==> src/rtl/seq_bit_serializer.sv <==
// seq_bit_serializer: parallel-to-serial front end for the 5-bit sequence detector.
//
// Accepts WIDTH-bit words over a valid/ready handshake and emits them one bit per clock
// on sout. A one-word holding register lets a second word wait while the first shifts,
// so back-to-back words come out with no gap. Between words, sout carries IDLE_BIT, which
// walks the downstream detector back to its start state.
//
// Ports:
//   clk        in   rising-edge clock
//   reset      in   asynchronous active-low reset
//   din        in   parallel word (WIDTH bits)
//   din_valid  in   din is valid this cycle
//   din_ready  out  holding register empty (registered)
//   sout       out  serial bit, feeds detector input x (registered)
//   sout_valid out  sout carries a data bit rather than the idle bit
//   word_done  out  last bit of a word is on sout this cycle
//   busy       out  shifter or holding register occupied
module seq_bit_serializer #(
  parameter int unsigned WIDTH     = 8,
  parameter bit          MSB_FIRST = 1'b1,
  parameter logic        IDLE_BIT  = 1'b1
) (
  input  logic             clk,
  input  logic             reset,
  input  logic [WIDTH-1:0] din,
  input  logic             din_valid,
  output logic             din_ready,
  output logic             sout,
  output logic             sout_valid,
  output logic             word_done,
  output logic             busy
);

  localparam int unsigned     CntW    = (WIDTH > 1) ? $clog2(WIDTH) : 1;
  localparam logic [CntW-1:0] CntLast = CntW'(WIDTH - 1);

  typedef enum logic [0:0] {StIdle, StShift} state_e;

  state_e           state_q, state_d;
  logic [WIDTH-1:0] shift_q, shift_d;
  logic [WIDTH-1:0] hold_q, hold_d;
  logic             hold_full_q, hold_full_d;
  logic [CntW-1:0]  cnt_q, cnt_d;

  logic             sout_q, sout_d;
  logic             sout_valid_q, sout_valid_d;
  logic             word_done_q, word_done_d;
  logic             busy_q, busy_d;
  logic             din_ready_q, din_ready_d;

  logic             accept;
  logic [WIDTH-1:0] shift_adv;

  assign accept = din_valid & din_ready_q;

  // The bit on sout always sits at the shifter's output end; advancing moves the next
  // bit into that position.
  assign shift_adv = MSB_FIRST ? {shift_q[WIDTH-2:0], 1'b0} : {1'b0, shift_q[WIDTH-1:1]};

  always_comb begin
    state_d     = state_q;
    shift_d     = shift_q;
    hold_d      = hold_q;
    hold_full_d = hold_full_q;
    cnt_d       = cnt_q;

    unique case (state_q)
      StIdle: begin
        // Idle accepts bypass the holding register so the first bit appears next cycle.
        if (accept) begin
          shift_d = din;
          cnt_d   = '0;
          state_d = StShift;
        end
      end
      StShift: begin
        if (cnt_q == CntLast) begin
          cnt_d = '0;
          if (hold_full_q) begin
            shift_d     = hold_q;
            hold_full_d = 1'b0;
          end else if (accept) begin
            shift_d = din;
          end else begin
            state_d = StIdle;
          end
        end else begin
          shift_d = shift_adv;
          cnt_d   = cnt_q + 1'b1;
          if (accept) begin
            hold_d      = din;
            hold_full_d = 1'b1;
          end
        end
      end
      default: state_d = StIdle;
    endcase

    // Outputs are computed from next state so they are registered with it.
    sout_valid_d = (state_d == StShift);
    if (state_d == StShift) begin
      sout_d = MSB_FIRST ? shift_d[WIDTH-1] : shift_d[0];
    end else begin
      sout_d = IDLE_BIT;
    end
    word_done_d = (state_d == StShift) && (cnt_d == CntLast);
    busy_d      = (state_d == StShift) || hold_full_d;
    din_ready_d = ~hold_full_d;
  end

  always_ff @(posedge clk or negedge reset) begin
    if (!reset) begin
      state_q      <= StIdle;
      shift_q      <= '0;
      hold_q       <= '0;
      hold_full_q  <= 1'b0;
      cnt_q        <= '0;
      sout_q       <= IDLE_BIT;
      sout_valid_q <= 1'b0;
      word_done_q  <= 1'b0;
      busy_q       <= 1'b0;
      din_ready_q  <= 1'b1;
    end else begin
      state_q      <= state_d;
      shift_q      <= shift_d;
      hold_q       <= hold_d;
      hold_full_q  <= hold_full_d;
      cnt_q        <= cnt_d;
      sout_q       <= sout_d;
      sout_valid_q <= sout_valid_d;
      word_done_q  <= word_done_d;
      busy_q       <= busy_d;
      din_ready_q  <= din_ready_d;
    end
  end

  assign din_ready  = din_ready_q;
  assign sout       = sout_q;
  assign sout_valid = sout_valid_q;
  assign word_done  = word_done_q;
  assign busy       = busy_q;

endmodule

==> config.mk <==
export PLATFORM = sky130hd
export DESIGN_NAME = seq_bit_serializer
export DESIGN_NICKNAME = d
export VERILOG_FILES = /design/src/rtl/seq_bit_serializer.sv
export SDC_FILE = /design/constraint.sdc
export NUM_CORES = 1
export LEC_CHECK = 0
export ABC_AREA = 1
export BUFFER_PORTS_ARGS = -buffer_cell sky130_fd_sc_hd__buf_4
export CELL_PAD_IN_SITES_DETAIL_PLACEMENT = 1
export CELL_PAD_IN_SITES_GLOBAL_PLACEMENT = 1
export CORE_ASPECT_RATIO = 1.1
export CORE_MARGIN = 8
export CORE_UTILIZATION = 37
export DETAILED_ROUTE_END_ITERATION = 16
export GPL_TIMING_DRIVEN = 0
export PLACE_DENSITY_LB_ADDON = 0.1
export SYNTH_ARGS = -nofsm -noshare
export SYNTH_HDL_FRONTEND = slang
export SYNTH_SLANG_ARGS = --single-unit
export TNS_END_PERCENT = 30
==> constraint.sdc <==
create_clock -name clk -period 1.5 [get_ports clk]
set_input_delay 0.225 -clock clk [delete_from_list [all_inputs] [get_ports clk]]
set_output_delay 0.225 -clock clk [all_outputs]
set_load 0.005 [all_outputs]
* Yosys cells after proc, flatten, opt, wreduce, memory -nomap -nowiden
Cells that the tools add are included.
** Cells by class
- Equality and inequality tests :: 2
- Reduce and logical (&&, ||, !) cells :: 3
- Mux-type cells :: 15
- $add $sub $neg :: 1
- Bitwise gates (word level) :: 4
** Operators by type and width (number)
- $mux W8 :: 3
- $pmux W8 S2 :: 1
- $mux W1 :: 7
- $eq A3 B3 Y1 const B :: 2
- $mux W3 :: 2
- $pmux W3 S2 :: 1
- $add A3 B1 Y3 const B :: 1
- $not A1 Y1 :: 3
- $reduce_and A3 Y1 :: 1
- $pmux W1 S2 :: 1
- $and A1 B1 Y1 :: 1
- $logic_and A1 B1 Y1 :: 1
- $logic_or A1 B1 Y1 :: 1
** Word-level totals
- Logic and storage cells :: 34
- Output and inout port bits :: 5
- Flip-flop bits (word level) :: 25

* Depth between registers and ports, before layout
Gate-level depths: netlist of the first run.
- Depth in word-level cells :: 6
- Mapped depth :: 8
- Depth with buffers taken out :: 8

* Worst setup path before layout of the first run
No wires, ideal clock.
- Kind :: flip-flop to flip-flop
- From :: reg cnt_q[0]
- To :: reg busy_q, in the netlist busy
- Library setup time :: 0.071 ns
- Data arrival time :: 1.297 ns
- Period minus slack after synthesis :: 1.368 ns
- Stages on the path, launching flop included :: 8
- Path buffers :: 0
- Required time :: 1.429 ns
- Setup slack :: 0.132 ns
- Cells stage by stage :: dfrtp_1 > ha_1 > ha_1 > nor2_4 > nand2_4 > inv_4 > nor2_4 > nand3_1
** On the way
- Cells in the longest elaborated chain, start to end :: 4
- Elaborated cells between the ends (all ways) :: 6
- Classes of those cells :: eq/ne (1); mux (4); reduce/logical (1)
** RTL lines
- from (decl) :: RTL line 43 : logic [CntW-1:0] cnt_q, cnt_d;
- from (signal assigned) :: RTL line 128 : cnt_q <= cnt_d;
- $eq A3 B3 Y1 (*) :: RTL line 77 : if (cnt_q == CntLast) begin
- $mux W1 :: RTL line 77
- $pmux W1 S2 / $mux W1 (equally long branches) :: RTL line 67 : unique case (state_q)
- $logic_or A1 B1 Y1 (*) :: RTL line 107 : busy_d = (state_d == StShift) || hold_full_d;
- via busy_d :: RTL line 48 : logic busy_q, busy_d;
- to (signal assigned) :: RTL line 132 : busy_q <= busy_d;
- to (decl) :: RTL line 48
The timed path passes the listed nets; every way through them passes the cells marked *.
A chain may end at the register's enable or synchronous reset.

* Final worst setup path of the first run
- From :: reg cnt_q[1]
- To :: reg shift_q[2]
** On the way
- Cells in the longest elaborated chain, start to end :: 3
** RTL lines
- $eq A3 B3 Y1 :: RTL line 77
- $mux W8 :: RTL line 77
- $pmux W8 S2 :: RTL line 67
- via shift_d[2] :: RTL line 40 : logic [WIDTH-1:0] shift_q, shift_d;
- to (signal assigned) :: RTL line 125 : shift_q <= shift_d;
- to (decl) :: RTL line 40
The timed path passes the listed nets, and every way through them passes these cells.

==> flow_metrics.tcl, run 1 <==
set metrics [dict create \
    rsz0062_at_grt "yes" \
    crit_path_end "shift_q[2]" \
    cts_buffer_depth 2 \
    path_cells "ha_2, ha_4, inv_4, o21ai_4, buf_6, nand2_2, nor2_1, nor2_1" \
    synthesis.area_sq_mm 0.00115 \
    cp_num_buf_inv 2 \
    finalNonFillerCells 203 \
    power-per-cell-area_mw_per_mm2 1930 \
    grt_start_max_net_pins 26 \
    io_pins 16 \
    netlist.area_leader.share_pct 49.8 \
    cts_tree "yes" \
    areaGrowthSynthToFinish_pct 25.5 \
    hold_violations 0 \
    cp_max_fo 5 \
    end_kind "flop" \
    critPathLaunch "cnt_q[1]" \
    antenna_found_initial 0 \
    reg2reg_slack_ps 100 \
    reg2reg_from "cnt_q[1]" \
    root_buffer "clkbuf_4" \
    place_area_sq_mm 0.00131 \
    r2r_cells 8 \
    syn_avg_cell_area_sq_um 8.13 \
    die_area_sq_mm 0.00517 \
    multi_input_area_sq_um 484 \
    grtUsageTotal_pct 12.3 \
    fin_crit_ps 1400 \
    critPathTopFamily "flip-flops" \
    clkTransAtPathRegs_ps 150 \
    crit_cells 8 \
    period_share_pct 93.3 \
    met2_length_mm 1.48 \
    leakagePower_uw 0.000746 \
    cpPeakStageDelay_ps 390 \
    path_common_cell "nor2_1" \
    post-route-drc-count 0 \
    rows 21 \
    slew_violations 0 \
    fin_ws_ps 100 \
    drt_iter0_drc 61 \
    arrival_ps 1630 \
    synth_nets 155 \
    wl_met3_um 106 \
    syn_inst 142 \
    seq_area_sq_um 628 \
    die_h_um 74.6 \
    cap_viol_max_count 0 \
    ys.warnings.count 0 \
    io_buffers 15 \
    grt.overflow.total 0 \
    tightest_slew_ps 326 \
    fmax_mhz 714 \
    post-dp-hpwl_mm 1.98 \
    drt-vias-per-instance 4.86 \
    drtPass1Iterations 4 \
    status "finished clean" \
    met1Wirelength_mm 1.23 \
    wl_per_cell_um 14.0 \
    cts.sinks 25 \
    vias 986 \
    fill_cells 380 \
    fp.dieW_um 69.3 \
    synthTopCellsByArea "dfrtp_1, nand2_1, nor2_1, dfstp_2, inv_1" \
    insertion_delay_ps 320 \
    yosysSeqAreaShare_pct 54.4 \
    place_inst 191 \
    postRouteAntennaNets 0 \
    slew_headroom_pct 78.1 \
    cp_slowest_cell "dfrtp_1" \
    h-tree-depth 1 \
    fin_area_sq_mm 0.00145 \
    mostFrequentLayoutCells "nand2_1, dfrtp_1, buf_4, nor2_1, inv_1" \
    final_common_cell "nand2_1" \
    yosys_register_bits 25 \
    start_util_pct 38.2 \
    top_layer_used "met4" \
    drt_wl_total_mm 2.85 \
    finalClockSkew_ps 8.40 \
    setup_viol 0 \
    ys_types 17 \
    gp_congestion 0.761 \
    start_kind "flop" \
    dp_slack_ps -126 \
    holdWs_ps 94.3 \
    vdd_drop_max_v 0.000792 \
    synth.largest_area_cell "dfrtp_1" \
    diodes 0 \
    cp.required_ps 1730 \
    grt_first_pass_wirelength_mm 5.22 \
    core_sq_mm 0.00302 \
    reg2reg_to "shift_q[2]" \
    hp-class "in -> reg" \
    layout.nets 183 \
    layout-drive-gt1-share_pct 26.0 \
    cts_made_buffers 3 \
    crit_type "reg -> reg" \
    grt_pass1_vias 1120 \
]
logic make-up (layout without fill, tap and decap cells):
family	count (synthesis)	count (layout)	synth area share, %
buffers and inverters	16	43	6.07
adder cells (fa/ha/maj)	2	2	2.17
AO/OA/AOI/OAI	10	10	5.53
AND/OR/NAND/NOR	89	89	31.9
flip-flops	25	25	54.4
repair_timing:
item,CTS,global route
buffers inserted,3,4
hold buffers,1,0
gates resized for setup,4,7
pin swaps,2,4
endpoints found under the setup margin,22,19
endpoints found under the hold margin,23,0
cell usage after synthesis:
library cell and n:
ha_1 2, o21ai_4 1, nor2_4 2, inv_1 10
o21ai_1 1, nand4_1 1, inv_2 3, nand2_1 55
buf_4 2, dfstp_2 2, nand3_1 7, inv_4 1
nor2_1 23, nand2_4 1, o21ai_0 7, a21boi_0 1
dfrtp_1 23
worst min-delay path by stage:
| stage | cells past startpoint | slack [ps] | to | startpoint |
|---|---|---|---|---|
| 3_3_place_gp | 1 | 150 | busy | reset |
| 2_1_floorplan | 0 | -70 | busy | reset |
| 3_5_place_dp | 1 | 150 | hold_full_q | reset |
| 4_1_cts | 3 | 80 | hold_q[6] | din[6] |
| 5_1_grt | 3 | 90 | hold_q[7] | din[7] |
| 6_report | 3 | 90 | hold_q[4] | din[4] |
through the flow:
stage / power (uW) / setup TNS, ps / utilization [%]
after global routing: 3090 / -19.9 / 48.0
after global placement: 2250 / -1160 / 43.4
after detailed placement: 2310 / -1980 / 43.4
after floorplan: 1940 / 0 / -
final: 2800 / 0 / 48.0
after CTS: 2760 / 0 / 46.3
flip-flops by register name, indices dropped and copies added (netlist names):
name         flops
hold_q           8
word_done        1
sout_valid       1
hold_full_q      1
sout             1
shift_q          8
busy             1
cnt_q            3
din_ready        1
metal layers:
layer	GRT usage (%)	vias up
li1	-	492
met4	4.10	0
met2	23.9	15
met5	0	-
met1	13.2	475
met3	2.40	4
cell type report:
cell class	instances	area share, %
plain buffers	2	1.04
repair buffers	23	13.2
well taps	34	2.94
multi-input cells	101	33.4
clock buffers	3	1.55
flip-flops and latches	25	43.4
inverters	14	4.15
clock inverters	1	0.345
power breakdown:
group / internal (uW) / switching [uW]
combinational: 579 / 756
clock: 100 / 216
sequential: 995 / 157
worst register-to-register path: stages (launching register included):
cell     delay [ps]
dfrtp_1         390
ha_2            190
ha_4            190
inv_4            50
o21ai_4         160
buf_6           140
nand2_2          40
nor2_1           90
nor2_1           50
Power figures use the tool's default switching activity.
==> inputs of run 2 (changes only) <==
--- a/config.mk
+++ b/config.mk
@@ -14,7 +14,7 @@
 export CORE_UTILIZATION = 37
 export DETAILED_ROUTE_END_ITERATION = 16
 export GPL_TIMING_DRIVEN = 0
-export PLACE_DENSITY_LB_ADDON = 0.1
+export PLACE_DENSITY = 0.83
 export SYNTH_ARGS = -nofsm -noshare
 export SYNTH_HDL_FRONTEND = slang
 export SYNTH_SLANG_ARGS = --single-unit
==> flow_metrics.tcl, run 2 (synthesis results as in run 1) <==
set metrics [dict create \
    start_kind "flop" \
    crit_type "reg -> reg" \
    critPathLaunch "cnt_q[0]" \
    antenna_found_initial 0 \
    insertion_delay_ps 320 \
    reg2reg_from "cnt_q[0]" \
    drtPass1Iterations 4 \
    finalSetupTns_ps 0 \
    post-dp-hpwl_mm 2.04 \
    cts.sinks 25 \
    p_total_uw 2790 \
    io_buffers 15 \
    root_buffer "clkbuf_4" \
    grtUsageTotal_pct 11.9 \
    multi_input_area_sq_um 484 \
    gp_congestion 0.757 \
    pwr-share-clk_pct 11.0 \
    cts_tree "yes" \
    rows 21 \
    slew_headroom_pct 76.7 \
    areaGrowthSynthToFinish_pct 25.0 \
    fmax_mhz 702 \
    seqPwrFrac_pct 41.5 \
    clkTransAtPathRegs_ps 140 \
    drt_iter0_drc 33 \
    cts_buffer_depth 2 \
    end_kind "flop" \
    reg_top3 "hold_q x8, shift_q x8, cnt_q x3" \
    start_util_pct 38.2 \
    tightest_slew_ps 346 \
    h-tree-depth 1 \
    vias 1000 \
    drt-vias-per-instance 4.90 \
    seq_area_sq_um 628 \
    hp-class "in -> reg" \
    layout-drive-gt1-share_pct 25.9 \
    place_inst 191 \
    crit_path_end "shift_q[5]" \
    slew_violations 0 \
    grt_pass1_vias 1126 \
    die_h_um 74.6 \
    dp_slack_ps -174 \
    p_int_uw 1680 \
    io_pins 16 \
    drt_wl_total_mm 2.84 \
    fp.dieW_um 69.3 \
    cts_made_buffers 3 \
    status "finished clean" \
    period_share_pct 94.9 \
    fin_ws_ps 76.4 \
    reg2reg_to "shift_q[5]" \
    power-per-cell-area_mw_per_mm2 1930 \
    fin_crit_ps 1420 \
    reg2reg_slack_ps 80 \
    grt_start_max_net_pins 26 \
    die_area_sq_mm 0.00517 \
    diodes 0 \
    comb_power_share_pct 47.5 \
    leakagePower_uw 0.000747 \
    grt_first_pass_wirelength_mm 5.00 \
    wl_per_cell_um 13.9 \
    finalNonFillerCells 204 \
    final_common_cell "nand2_1" \
    finalClockSkew_ps 4.52 \
    post-route-drc-count 0 \
    setup_viol 0 \
    fill_cells 376 \
    grt.overflow.total 0 \
    vdd_drop_max_v 0.000877 \
    mostFrequentLayoutCells "nand2_1, buf_4, dfrtp_1, nor2_1, inv_1" \
    hold_violations 0 \
    cp.required_ps 1730 \
    layout.nets 184 \
    arrival_ps 1650 \
    r2r_cells 8 \
    core_sq_mm 0.00302 \
    cap_viol_max_count 0 \
    postRouteAntennaNets 0 \
    p_sw_share_pct 39.9 \
    p_sw_uw 1110 \
    cp_max_fo 5 \
]
## run 2: layout make-up
| type | instances | share of cell area (%) |
|---|---|---|
| flip-flops and latches | 25 | 43.5 |
| inverters | 14 | 3.99 |
| multi-input cells | 101 | 33.5 |
| well taps | 34 | 2.95 |
| repair buffers | 24 | 13.2 |
| plain buffers | 2 | 1.04 |
| clock buffers | 4 | 1.82 |
## run 2: power groups by stage
stage          clock, uW  combinational (uW)  sequential, uW
4_1_cts              321                1240            1160
3_3_place_gp           0                1080            1140
6_report             308                1320            1160
3_5_place_dp           0                1150            1160
5_1_grt              334                1530            1190
2_1_floorplan          0                 819            1130
## run 2: how the worst min path moves through the flow
stage | from | slack, ps | end | cells after the start
6_report | din[7] | 100 | hold_q[7] | 3
5_1_grt | din[5] | 100 | hold_q[5] | 3
4_1_cts | din[7] | 90 | hold_q[7] | 3
3_5_place_dp | reset | 150 | cnt_q[0] | 1
3_3_place_gp | reset | 150 | cnt_q[2] | 1
2_1_floorplan | reset | -70 | busy | 0
## run 2: metrics by stage
| step | instance area (sq um) | hold slack [ps] | util [%] |
|---|---|---|---|
| floorplan | 1150 | -70.6 | - |
| global placement | 1310 | 146 | 43.4 |
| detailed placement | 1310 | 151 | 43.4 |
| CTS | 1390 | 94.8 | 45.9 |
| global route | 1440 | 104 | 47.8 |
| finish | 1440 | 103 | 47.8 |
## run 2: critical path, cell delays in order (launching register included)
cell     delay [ps]
dfrtp_1         390
ha_2            210
ha_4            190
inv_4            50
o21ai_4         160
buf_6           150
nand2_2          50
nor2_2           90
nor2_1           40
## run 2: per-layer routing
| metal | track usage [%] | vias to the layer above | wire [um] |
|---|---|---|---|
| met3 | 2.13 | 2 | 76 |
| met1 | 12.6 | 491 | 1270 |
| met5 | 0 | - | 0 |
| met2 | 22.8 | 11 | 1470 |
| met4 | 4.78 | 0 | 19 |
| li1 | - | 496 | - |
## run 2: what timing repair did
item                                    CTS  global route
gates resized for setup                   3             8
hold endpoints to repair                 23             0
setup buffers                             3             5
cloned                                    0             0
hold buffers                              1             0
pin swaps                                 2             4
endpoints found under the setup margin   22            19
